## config.mk

```make
export PLATFORM = sky130hd
export DESIGN_NAME = pulse_sequencer
export DESIGN_NICKNAME = d
export VERILOG_FILES = /design/src/rtl/pulse_seq_pkg.sv /design/src/rtl/pulse_sequencer_seq_timer.sv /design/src/rtl/pulse_sequencer.sv
export SDC_FILE = /design/constraint.sdc
export NUM_CORES = 1
export LEC_CHECK = 0
export ABC_AREA = 1
export CORE_MARGIN = 3
export CORE_UTILIZATION = 40
export DETAILED_ROUTE_END_ITERATION = 10
export HOLD_SLACK_MARGIN = 0.06
export MAX_ROUTING_LAYER = met4
export REMOVE_ABC_BUFFERS = 1
export SLEW_MARGIN = 0
export SYNTH_ARGS = -nofsm -noshare
export SYNTH_HDL_FRONTEND = slang
export SYNTH_HIERARCHICAL = 1
export SYNTH_SLANG_ARGS = --single-unit
```

## constraint.sdc

```tcl
create_clock -name clk -period 12.45 [get_ports clk]
set_input_delay 1.8675 -clock clk [delete_from_list [all_inputs] [get_ports clk]]
set_output_delay 1.8675 -clock clk [all_outputs]
set_load 0.05 [all_outputs]
```

## src/rtl/pulse_seq_pkg.sv

```systemverilog
// Shared types, widths and power-up defaults for the pulse sequencer.
// Latency: n/a (declarations and pure helper functions only).
// Backpressure: n/a.
package pulse_seq_pkg;

   localparam int PER_W    = 32;
   localparam int CP_W     = 8;
   localparam int PBLOFF_W = 16;
   localparam int TMR_W    = 33;

   localparam logic [PER_W-1:0]    DEF_PER      = 32'd201000;
   localparam logic [PER_W-1:0]    DEF_P1WID    = 32'd30;
   localparam logic [PER_W-1:0]    DEF_DEL      = 32'd200;
   localparam logic [PER_W-1:0]    DEF_P2WID    = 32'd30;
   localparam logic [CP_W-1:0]     DEF_CP       = 8'd1;
   localparam logic                DEF_PU       = 1'b1;
   localparam logic                DEF_BL       = 1'b1;
   localparam logic [CP_W-1:0]     DEF_P_BL     = 8'd50;
   localparam logic [PBLOFF_W-1:0] DEF_P_BL_OFF = 16'd100;

   typedef enum logic [2:0] {
      IDLE = 3'd0,
      LEAD = 3'd1,
      P1   = 3'd2,
      DLY  = 3'd3,
      P2   = 3'd4,
      GAP  = 3'd5,
      TAIL = 3'd6,
      WAIT = 3'd7
   } state_t;

   // One period's worth of configuration, frozen at the start of each period.
   typedef struct packed {
      logic                pu;
      logic                bl;
      logic [PER_W-1:0]    per;
      logic [PER_W-1:0]    p1wid;
      logic [PER_W-1:0]    del;
      logic [PER_W-1:0]    p2wid;
      logic [CP_W-1:0]     cp;
      logic [CP_W-1:0]     p_bl;
      logic [PBLOFF_W-1:0] p_bl_off;
   } cfg_t;

   // A position in the sequence: the state plus the P2 pulses still owed after the current one.
   typedef struct packed {
      state_t          st;
      logic [CP_W-1:0] rem;
   } step_t;

   localparam cfg_t DEF_CFG = '{
      pu: DEF_PU, bl: DEF_BL, per: DEF_PER, p1wid: DEF_P1WID, del: DEF_DEL,
      p2wid: DEF_P2WID, cp: DEF_CP, p_bl: DEF_P_BL, p_bl_off: DEF_P_BL_OFF
   };

   // Cycles spent in a state; 33 bits so the doubled delay of a GAP cannot wrap.
   function automatic logic [TMR_W-1:0] state_dur(state_t st, cfg_t c);
      logic [TMR_W-1:0] d;
      case (st)
         LEAD:    d = c.bl ? {25'd0, c.p_bl} : '0;
         P1:      d = {1'b0, c.p1wid};
         DLY:     d = {1'b0, c.del};
         P2:      d = {1'b0, c.p2wid};
         GAP:     d = {c.del, 1'b0};
         TAIL:    d = c.bl ? {17'd0, c.p_bl_off} : '0;
         default: d = '0;
      endcase
      return d;
   endfunction

   // Successor of a state once it has finished, ignoring durations.
   function automatic step_t step_succ(step_t s, cfg_t c);
      step_t r;
      r = s;
      case (s.st)
         LEAD:    r.st = P1;
         P1:      r.st = (c.cp == '0) ? TAIL : DLY;
         DLY: begin
            r.st  = P2;
            r.rem = c.cp - 8'd1;
         end
         P2:      r.st = (s.rem != '0) ? GAP : TAIL;
         GAP: begin
            r.st  = P2;
            r.rem = s.rem - 8'd1;
         end
         default: r.st = WAIT;
      endcase
      return r;
   endfunction

   // Walk forward past zero-length states so they take no cycles at all.
   // A zero-width P2 with zero delay would loop GAP/P2 forever, so that whole
   // train collapses straight to TAIL; every other chain ends within a few steps.
   function automatic step_t step_resolve(step_t s, cfg_t c);
      step_t r;
      r = s;
      for (int i = 0; i < 8; i++) begin
         if (r.st != WAIT && r.st != IDLE && state_dur(r.st, c) == '0) begin
            if ((r.st == P2 || r.st == GAP) && c.p2wid == '0 && c.del == '0)
               r.st = TAIL;
            else
               r = step_succ(r, c);
         end
      end
      return r;
   endfunction

endpackage

```

## src/rtl/pulse_sequencer_seq_timer.sv

```systemverilog
// Loadable 33-bit down-counter that times the dwell of each sequencer state.
// Latency: load visible next cycle; zero flag is combinational from the count.
// Backpressure: none; counts every cycle until it reaches zero and holds there.
module seq_timer
   import pulse_seq_pkg::*;
(
   input  logic             clk,
   input  logic             rst_n,
   input  logic             load,
   input  logic [TMR_W-1:0] load_val,
   output logic             zero
);

   logic [TMR_W-1:0] cnt_q;

   // Load takes priority; otherwise count down and park at zero.
   always_ff @(posedge clk or negedge rst_n) begin
      if (!rst_n)
         cnt_q <= '0;
      else if (load)
         cnt_q <= load_val;
      else if (cnt_q != '0)
         cnt_q <= cnt_q - 33'd1;
   end

   assign zero = (cnt_q == '0);

endmodule

```

## src/rtl/pulse_sequencer.sv

```systemverilog
// Periodic NMR pulse sequencer: P1, optional CPMG P2 train, receiver-blanking gate.
// Latency: every output is registered, one cycle after the counter/state decision.
// Backpressure: none; free-running, inputs sampled once per period at counter zero.
module pulse_sequencer
   import pulse_seq_pkg::*;
(
   input  logic        clk,
   input  logic        resetn,
   input  logic        pu,
   input  logic [31:0] per,
   input  logic [31:0] p1wid,
   input  logic [31:0] del,
   input  logic [31:0] p2wid,
   input  logic [7:0]  cp,
   input  logic        bl,
   input  logic [7:0]  p_bl,
   input  logic [15:0] p_bl_off,
   output logic        sync,
   output logic        pulse,
   output logic        inhib,
   output logic        seq_active
);

   logic [PER_W-1:0] cnt_q, cnt_d, eff_per_m1;
   logic             run_q;
   logic             restart;
   cfg_t             shadow_q, live, cfg;
   state_t           state_q;
   logic [CP_W-1:0]  rem_q;
   step_t            cur, seed, nxt;
   logic             timed;
   logic             tmr_load, tmr_zero;
   logic [TMR_W-1:0] tmr_val;
   logic             sync_d, pulse_d, inhib_d, active_d;

   // Live inputs bundled; a period uses them only on its first cycle, the shadow afterwards.
   always_comb begin
      live.pu       = pu;
      live.bl       = bl;
      live.per      = per;
      live.p1wid    = p1wid;
      live.del      = del;
      live.p2wid    = p2wid;
      live.cp       = cp;
      live.p_bl     = p_bl;
      live.p_bl_off = p_bl_off;
      restart       = run_q && (cnt_q == '0);
      cfg           = restart ? live : shadow_q;
   end

   // Period counter: the first cycle out of reset parks at zero so sync appears immediately.
   always_comb begin
      eff_per_m1 = (cfg.per < 32'd2) ? 32'd1 : cfg.per - 32'd1;
      if (!run_q)
         cnt_d = '0;
      else if (cnt_q >= eff_per_m1)
         cnt_d = '0;
      else
         cnt_d = cnt_q + 32'd1;
   end

   // Counter, run flag and per-period configuration capture.
   always_ff @(posedge clk or negedge resetn) begin
      if (!resetn) begin
         cnt_q    <= '0;
         run_q    <= 1'b0;
         shadow_q <= DEF_CFG;
      end else begin
         cnt_q <= cnt_d;
         run_q <= 1'b1;
         if (restart)
            shadow_q <= live;
      end
   end

   // State register.
   always_ff @(posedge clk or negedge resetn) begin
      if (!resetn) begin
         state_q <= IDLE;
         rem_q   <= '0;
      end else begin
         state_q <= nxt.st;
         rem_q   <= nxt.rem;
      end
   end

   // Next state: counter zero restarts the sequence (truncating any run in progress);
   // otherwise advance when the current state's timer has run out.
   always_comb begin
      cur.st   = state_q;
      cur.rem  = rem_q;
      seed.st  = LEAD;
      seed.rem = cfg.cp;
      nxt      = cur;
      tmr_load = 1'b0;
      timed    = (state_q != IDLE) && (state_q != WAIT);
      if (restart) begin
         nxt      = step_resolve(seed, cfg);
         tmr_load = (nxt.st != WAIT);
      end else if (timed && tmr_zero) begin
         nxt      = step_resolve(step_succ(cur, cfg), cfg);
         tmr_load = (nxt.st != WAIT);
      end
      tmr_val = state_dur(nxt.st, cfg) - 33'd1;
   end

   seq_timer u_timer (
      .clk      (clk),
      .rst_n    (resetn),
      .load     (tmr_load),
      .load_val (tmr_val),
      .zero     (tmr_zero)
   );

   // Output decode from the state being entered, so the registered outputs line up with it.
   always_comb begin
      sync_d   = (cnt_d == '0);
      pulse_d  = cfg.pu && (nxt.st == P1 || nxt.st == P2);
      inhib_d  = cfg.bl && (nxt.st != IDLE) && (nxt.st != WAIT);
      active_d = (nxt.st != IDLE) && (nxt.st != WAIT);
   end

   // Output registers; reset drops the RF and blanking gates asynchronously.
   always_ff @(posedge clk or negedge resetn) begin
      if (!resetn) begin
         sync       <= 1'b0;
         pulse      <= 1'b0;
         inhib      <= 1'b0;
         seq_active <= 1'b0;
      end else begin
         sync       <= sync_d;
         pulse      <= pulse_d;
         inhib      <= inhib_d;
         seq_active <= active_d;
      end
   end

endmodule

```

# [Word level (Yosys, flattened, before mapping)]
# Index checks and enable logic that the tools add are counted.
[totals] output_inout_bits=4 ff_bits=243 in_bits=164 word_cells=493
[op_classes] n_eq_ne=120 magnitude_cmp=2 n_mux=175 reduce_logical=157 n_addsub=21
[ops] op="33-bit one-hot mux with 6 select lines" n=16
[ops] op="33-bit 2-to-1 mux" n=26
[ops] op="33-bit logical NOT" n=17
[ops] op="11-bit 2-to-1 mux" n=41
[ops] op="8-bit one-hot mux with 2 select lines" n=16
[ops] op="3-bit one-hot mux with 4 select lines" n=16
[ops] op="162-bit 2-to-1 mux" n=1
[ops] op="3-bit == test, second input constant" n=50
[ops] op="8-bit 2-to-1 mux" n=18
[ops] op="8-bit by 1-bit subtractor with 8-bit output, second input constant" n=17
[ops] op="32-bit logical NOT" n=4
[ops] op="8-bit nonzero test" n=16
[ops] op="3-bit by 2-bit == test with 1-bit output, second input constant" n=34
[ops] op="32-bit 2-to-1 mux" n=3
[ops] op="1-bit logical AND" n=67
[ops] op="33-bit by 1-bit subtractor with 33-bit output, second input constant" n=2
[ops] op="3-bit != test, second input constant" n=19
[ops] op="3-bit 2-to-1 mux" n=18
[ops] op="3-bit by 1-bit == test with 1-bit output, second input constant" n=17
[ops] op="3-bit nonzero test" n=17
[ops] op="33-bit nonzero test" n=1
[ops] op="32-bit by 1-bit adder with 32-bit output, second input constant" n=1
[ops] op="32-bit >= comparator" n=1
[ops] op="32-bit by 2-bit less-than comparator with 1-bit output, second input constant" n=1
[ops] op="other kinds (9)" n=56

# [Logic depth before layout (Yosys ltp)]
[depth] depth_word=86 ltp_mapped=69 ltp_nobuf=65

# [Cells and area by module]
# The synthesis kept the hierarchy.
[by_module_without_submodules] module="pulse_sequencer" cells_per_inst=2810 seq_area_each_um2=5287.6 area_per_inst_um2=17933.4 instances=1
[by_module_without_submodules] module="seq_timer" cells_per_inst=397 seq_area_each_um2=825.8 area_per_inst_um2=2478.6 instances=1

# [Worst setup path after synthesis]
# OpenSTA, ideal clock, no wires.
[synth_path] kind="input -> register" from="input port cp[0]" to="register u_timer.cnt_q[16]" setup_slack_ps=5219 t_arrival_ps=7118 stages=53 required_time_ps=12337 setup_time_ps=113 n_path_buf=2 cell_sequence="inv_1 o21ai_2 inv_2 ha_1 nand2_1 nor2_2 nand2_2 nand2_4 nand2_1 nor2_1 nand2_1 nand3_1 nor2_1 nand3_4 nor2_8 buf_6 nand3_4 o21a_1 [... 17 more ...] nor2_2 nand2_2 nand2_4 nand2_8 nand2_8 buf_4 nand4_1 nand3_1 nor2_2 ha_1 nand2_2 nor2_2 nand2_1 xor2_1 nand2_1 nand2_1 nand2_1 inv_1"
[synth_rtl] item="start: declaration" line_no="pulse_sequencer.sv:14" source="input logic [7:0] cp,"
[synth_rtl] item="end signal: assignment" line_no="pulse_sequencer_seq_timer.sv:21" source="cnt_q <= load_val;"
[synth_rtl] item="end signal: assignment" line_no="pulse_sequencer_seq_timer.sv:23" source="cnt_q <= cnt_q - 33'd1;"
[synth_rtl] item="end: declaration" line_no="pulse_sequencer_seq_timer.sv:14" source="logic [TMR_W-1:0] cnt_q;"

==> impl_results.md <==
* Worst path depth at 54
* Pwr/cell area at 227 nW/um2
* Post-CTS setup buffers at 0
* Final min period at 10.06 ns
* Static leakage at 11.9 nW
* Final net count at 3548
* Startpoint types: flip-flop
* Synth Cell Area at 20400 um2
* Num CTS Buffers at 31
* DIE AREA at 53800 um2
* Antenna viol nets, final at 0
* DRC viols at 0
* Fmax at 0.0994 GHz
* YS warnings at 6
* CTS max path bufs at 3
* DR WL/cell at 23.0 um
* Buffers plus inverters on the worst setup path at 8
* DRT Pass-1 Iters at 6
* Core area at 50300 um2
* Setup CP Type: flip-flop to flip-flop
* Area leader, netlist: dfrtp_1
* Yosys top cell area share at 0.266
* R2r startpoint: cnt_q[0]$_DFF_PN0_
* Initial DRC count at 2259
* Hold path depth at 2
* Number of synthesized flops with an enable pin at 0
* RSZ-0062 raised after global routing: false
* Final period utilization at 0.808
* Ys async rst share at 1.00
* Worst slew margin at 0.238
* Synth top cells by count: nand2_1 (1025), nor2_1 (460), inv_1 (330), nand3_1 (222), dfrtp_1 (217)
* Most common cell in the synthesized netlist: nand2_1
* GR Overflow Total at 0
* Latest clock arrival within the worst-skew pair at 0.61 ns
* Die W at 232 um
* Initial core utilization at 0.406
* Final setup violation count at 0
* Port buffer count at 167
* Max IR drop VDD at 0.135 mV
* Post-Route WL at 92800 um
* Max Clock Skew at 0.0264 ns
* Multi-input logic area at 12200 um2
* Status: finished clean
* Synth Flop Type: dfrtp_1
* IO Count at 168
* Final setup TNS at 0 ns
* Largest net degree at the start of global routing at 73
* MaxCap Viol Count at 0
* Gpl congestion at 1.07
* Worst reg-to-reg setup slack at 2.39 ns
* Syn Area/Cell at 6.36 um2
* Worst path required time at 13.00 ns
* Final Power at 5.35 mW
* H-tree depth at 1
* Hold Crit Class: flip-flop to flip-flop
* R2R cell count at 54
* Clk slew on worst S/H paths at 0.06 ns
* Fill cell count at 5310
* CTS Hold Bufs at 0
* Largest delay contributor family on the critical path: simple AND/OR/NAND/NOR gates
* Slew Viols, Final at 0
* Mapped Cells at 3207
* Gr usage total at 0.349
* Antenna diodes at 0
* Global-route wire length before repair at 138000 um
* Area after DPL at 22600 um2
* Vias in the first global route at 22000
* Root Buffer: clkbuf_16
* Delay of the slowest critical-path stage at 0.80 ns
* Area Growth Syn to Fin at 15.6%
* Crit path DAT at 10.61 ns
* Slew @ Worst Pin at 1.13 ns
* Min-delay src: shadow_q[9]$_DFF_PN0_
* Sequential-to-total area share from yosys stat at 0.299
* Final HPWL DP at 74300 um
* CP Max Fanout at 72
* Unique cell type count in the Yosys netlist at 71
* Final Cell Area at 23600 um2
* Vias per cell at 5.55
* CTS tree: done
* Post-CTS Resized at 0
* Initial antenna violation count at 0
* CP endpoint kind: flip-flop
* FF+latch count, synth at 243
* Synth top area cells: dfrtp_1 (27%), nand2_1 (19%), nor2_1 (8.5%)
* Row count at 82
* Layout cell share with drive strength beyond 1 at 0.108
* Cell mode on critical path: nand2_1
* Register Area at 6110 um2
* Via Count at 22400
* Endpoints failing hold at 0
* Clock Sink Count at 243
* Slowest CP cell: nand2_1
* Die Y at 232 um
* Crit path launch: cnt_q[0]$_DFF_PN0_
-- cells by family after synthesis --
family | synth area share
adder cells (fa/ha/maj) | 0.0251
buffers and inverters | 0.102
AO/OA/AOI/OAI | 0.0990
other | 0.000184
flip-flops | 0.299
XOR/XNOR | 0.0142
AND/OR/NAND/NOR | 0.460
-- worst reg2reg max path, delay by kind of cell, from the launching register on --
| kind | cells | cell delay (ns) |
|---|---|---|
| and+or+nand+nor | 41 | 6.77 |
| buffers and inverters | 8 | 2.00 |
| AOI/OAI and AO/OA | 3 | 0.43 |
| DFF | 1 | 0.42 |
| xor gates and xnor gates | 1 | 0.26 |
| adders and majority gates | 1 | 0.15 |
-- flip-flops by register name (all words and copies together), names as in the netlist, 3 cells and up --
name           flops
state_q            3
u_timer/cnt_q     33
cnt_q             32
shadow_q         162
rem_q              8
-- cell type report --
cell class	count	share of cell area
Clock buffer	47	0.0388
Tap cell	672	0.0356
Sequential cell	243	0.259
Inverter	400	0.0638
Timing Repair Buffer	195	0.0805
Multi-Input combinational cell	2472	0.518
Clock inverter	11	0.00419
-- report_power, final --
part,leakage [nW],internal (mW),switching [mW]
registers,2.96,0.994,0.112
logic,8.43,0.931,2.41
clock network,0.493,0.527,0.378
-- through the flow --
step                std cells  setup slack [ns]  hold WS, ns  utilization
global route             4040              1.51        0.494        0.469
global placement         3982              2.54        0.463        0.449
detailed placement       3982              2.34        0.469        0.449
floorplan                3115              2.93        0.445            -
CTS                      4040              2.48        0.484        0.469
finish                   4040              2.39        0.481        0.469
-- worst paths after layout --
| kind | endpoint |
|---|---|
| min | shadow_q[9]$_DFF_PN0_ |
| max | u_timer/cnt_q[15]$_DFFE_PN0P_ |
| max reg2reg | u_timer/cnt_q[15]$_DFFE_PN0P_ |
| min in group asynchronous | shadow_q[122]$_DFF_PN0_ |
| min reg2reg | shadow_q[9]$_DFF_PN0_ |
| max in group asynchronous | rem_q[2]$_DFFE_PN0P_ |
-- layout by cell type (no fill, tap or decap), types with 9 or more instances in the layout --
cell / synthesis / final
nor2_4: 20 / 20
o22ai_1: 36 / 36
inv_1: 330 / 330
nand3b_1: 12 / 12
nand3_1: 222 / 222
o221ai_1: 16 / 16
nor4_1: 29 / 29
dfrtp_1: 217 / 217
ha_1: 41 / 41
or2_2: 10 / 10
nand2_1: 1025 / 1025
nor2_2: 80 / 80
buf_4: 17 / 27
o21ai_0: 70 / 70
nand4_1: 85 / 85
clkbuf_16: 0 / 31
inv_2: 58 / 57
o211ai_1: 9 / 9
clkinv_1: 12 / 12
nor3_1: 53 / 53
o21ai_1: 32 / 32
nand3_2: 10 / 10
a21oi_1: 63 / 63
o21bai_2: 11 / 11
nor2_1: 460 / 460
xor2_1: 25 / 25
clkdlybuf4s50_1: 0 / 166
o21bai_1: 19 / 19
nand2_2: 34 / 33
dfstp_2: 26 / 26
-- metal layers --
metal | part of all wire | up-vias | global-route usage
met5 | 0 | - | -
met4 | 0.053 | 0 | 0.150
met3 | 0.064 | 237 | 0.0429
met2 | 0.46 | 935 | 0.564
met1 | 0.42 | 10700 | 0.442
li1 | - | 10600 | -
(Power assumes the default switching activity.)
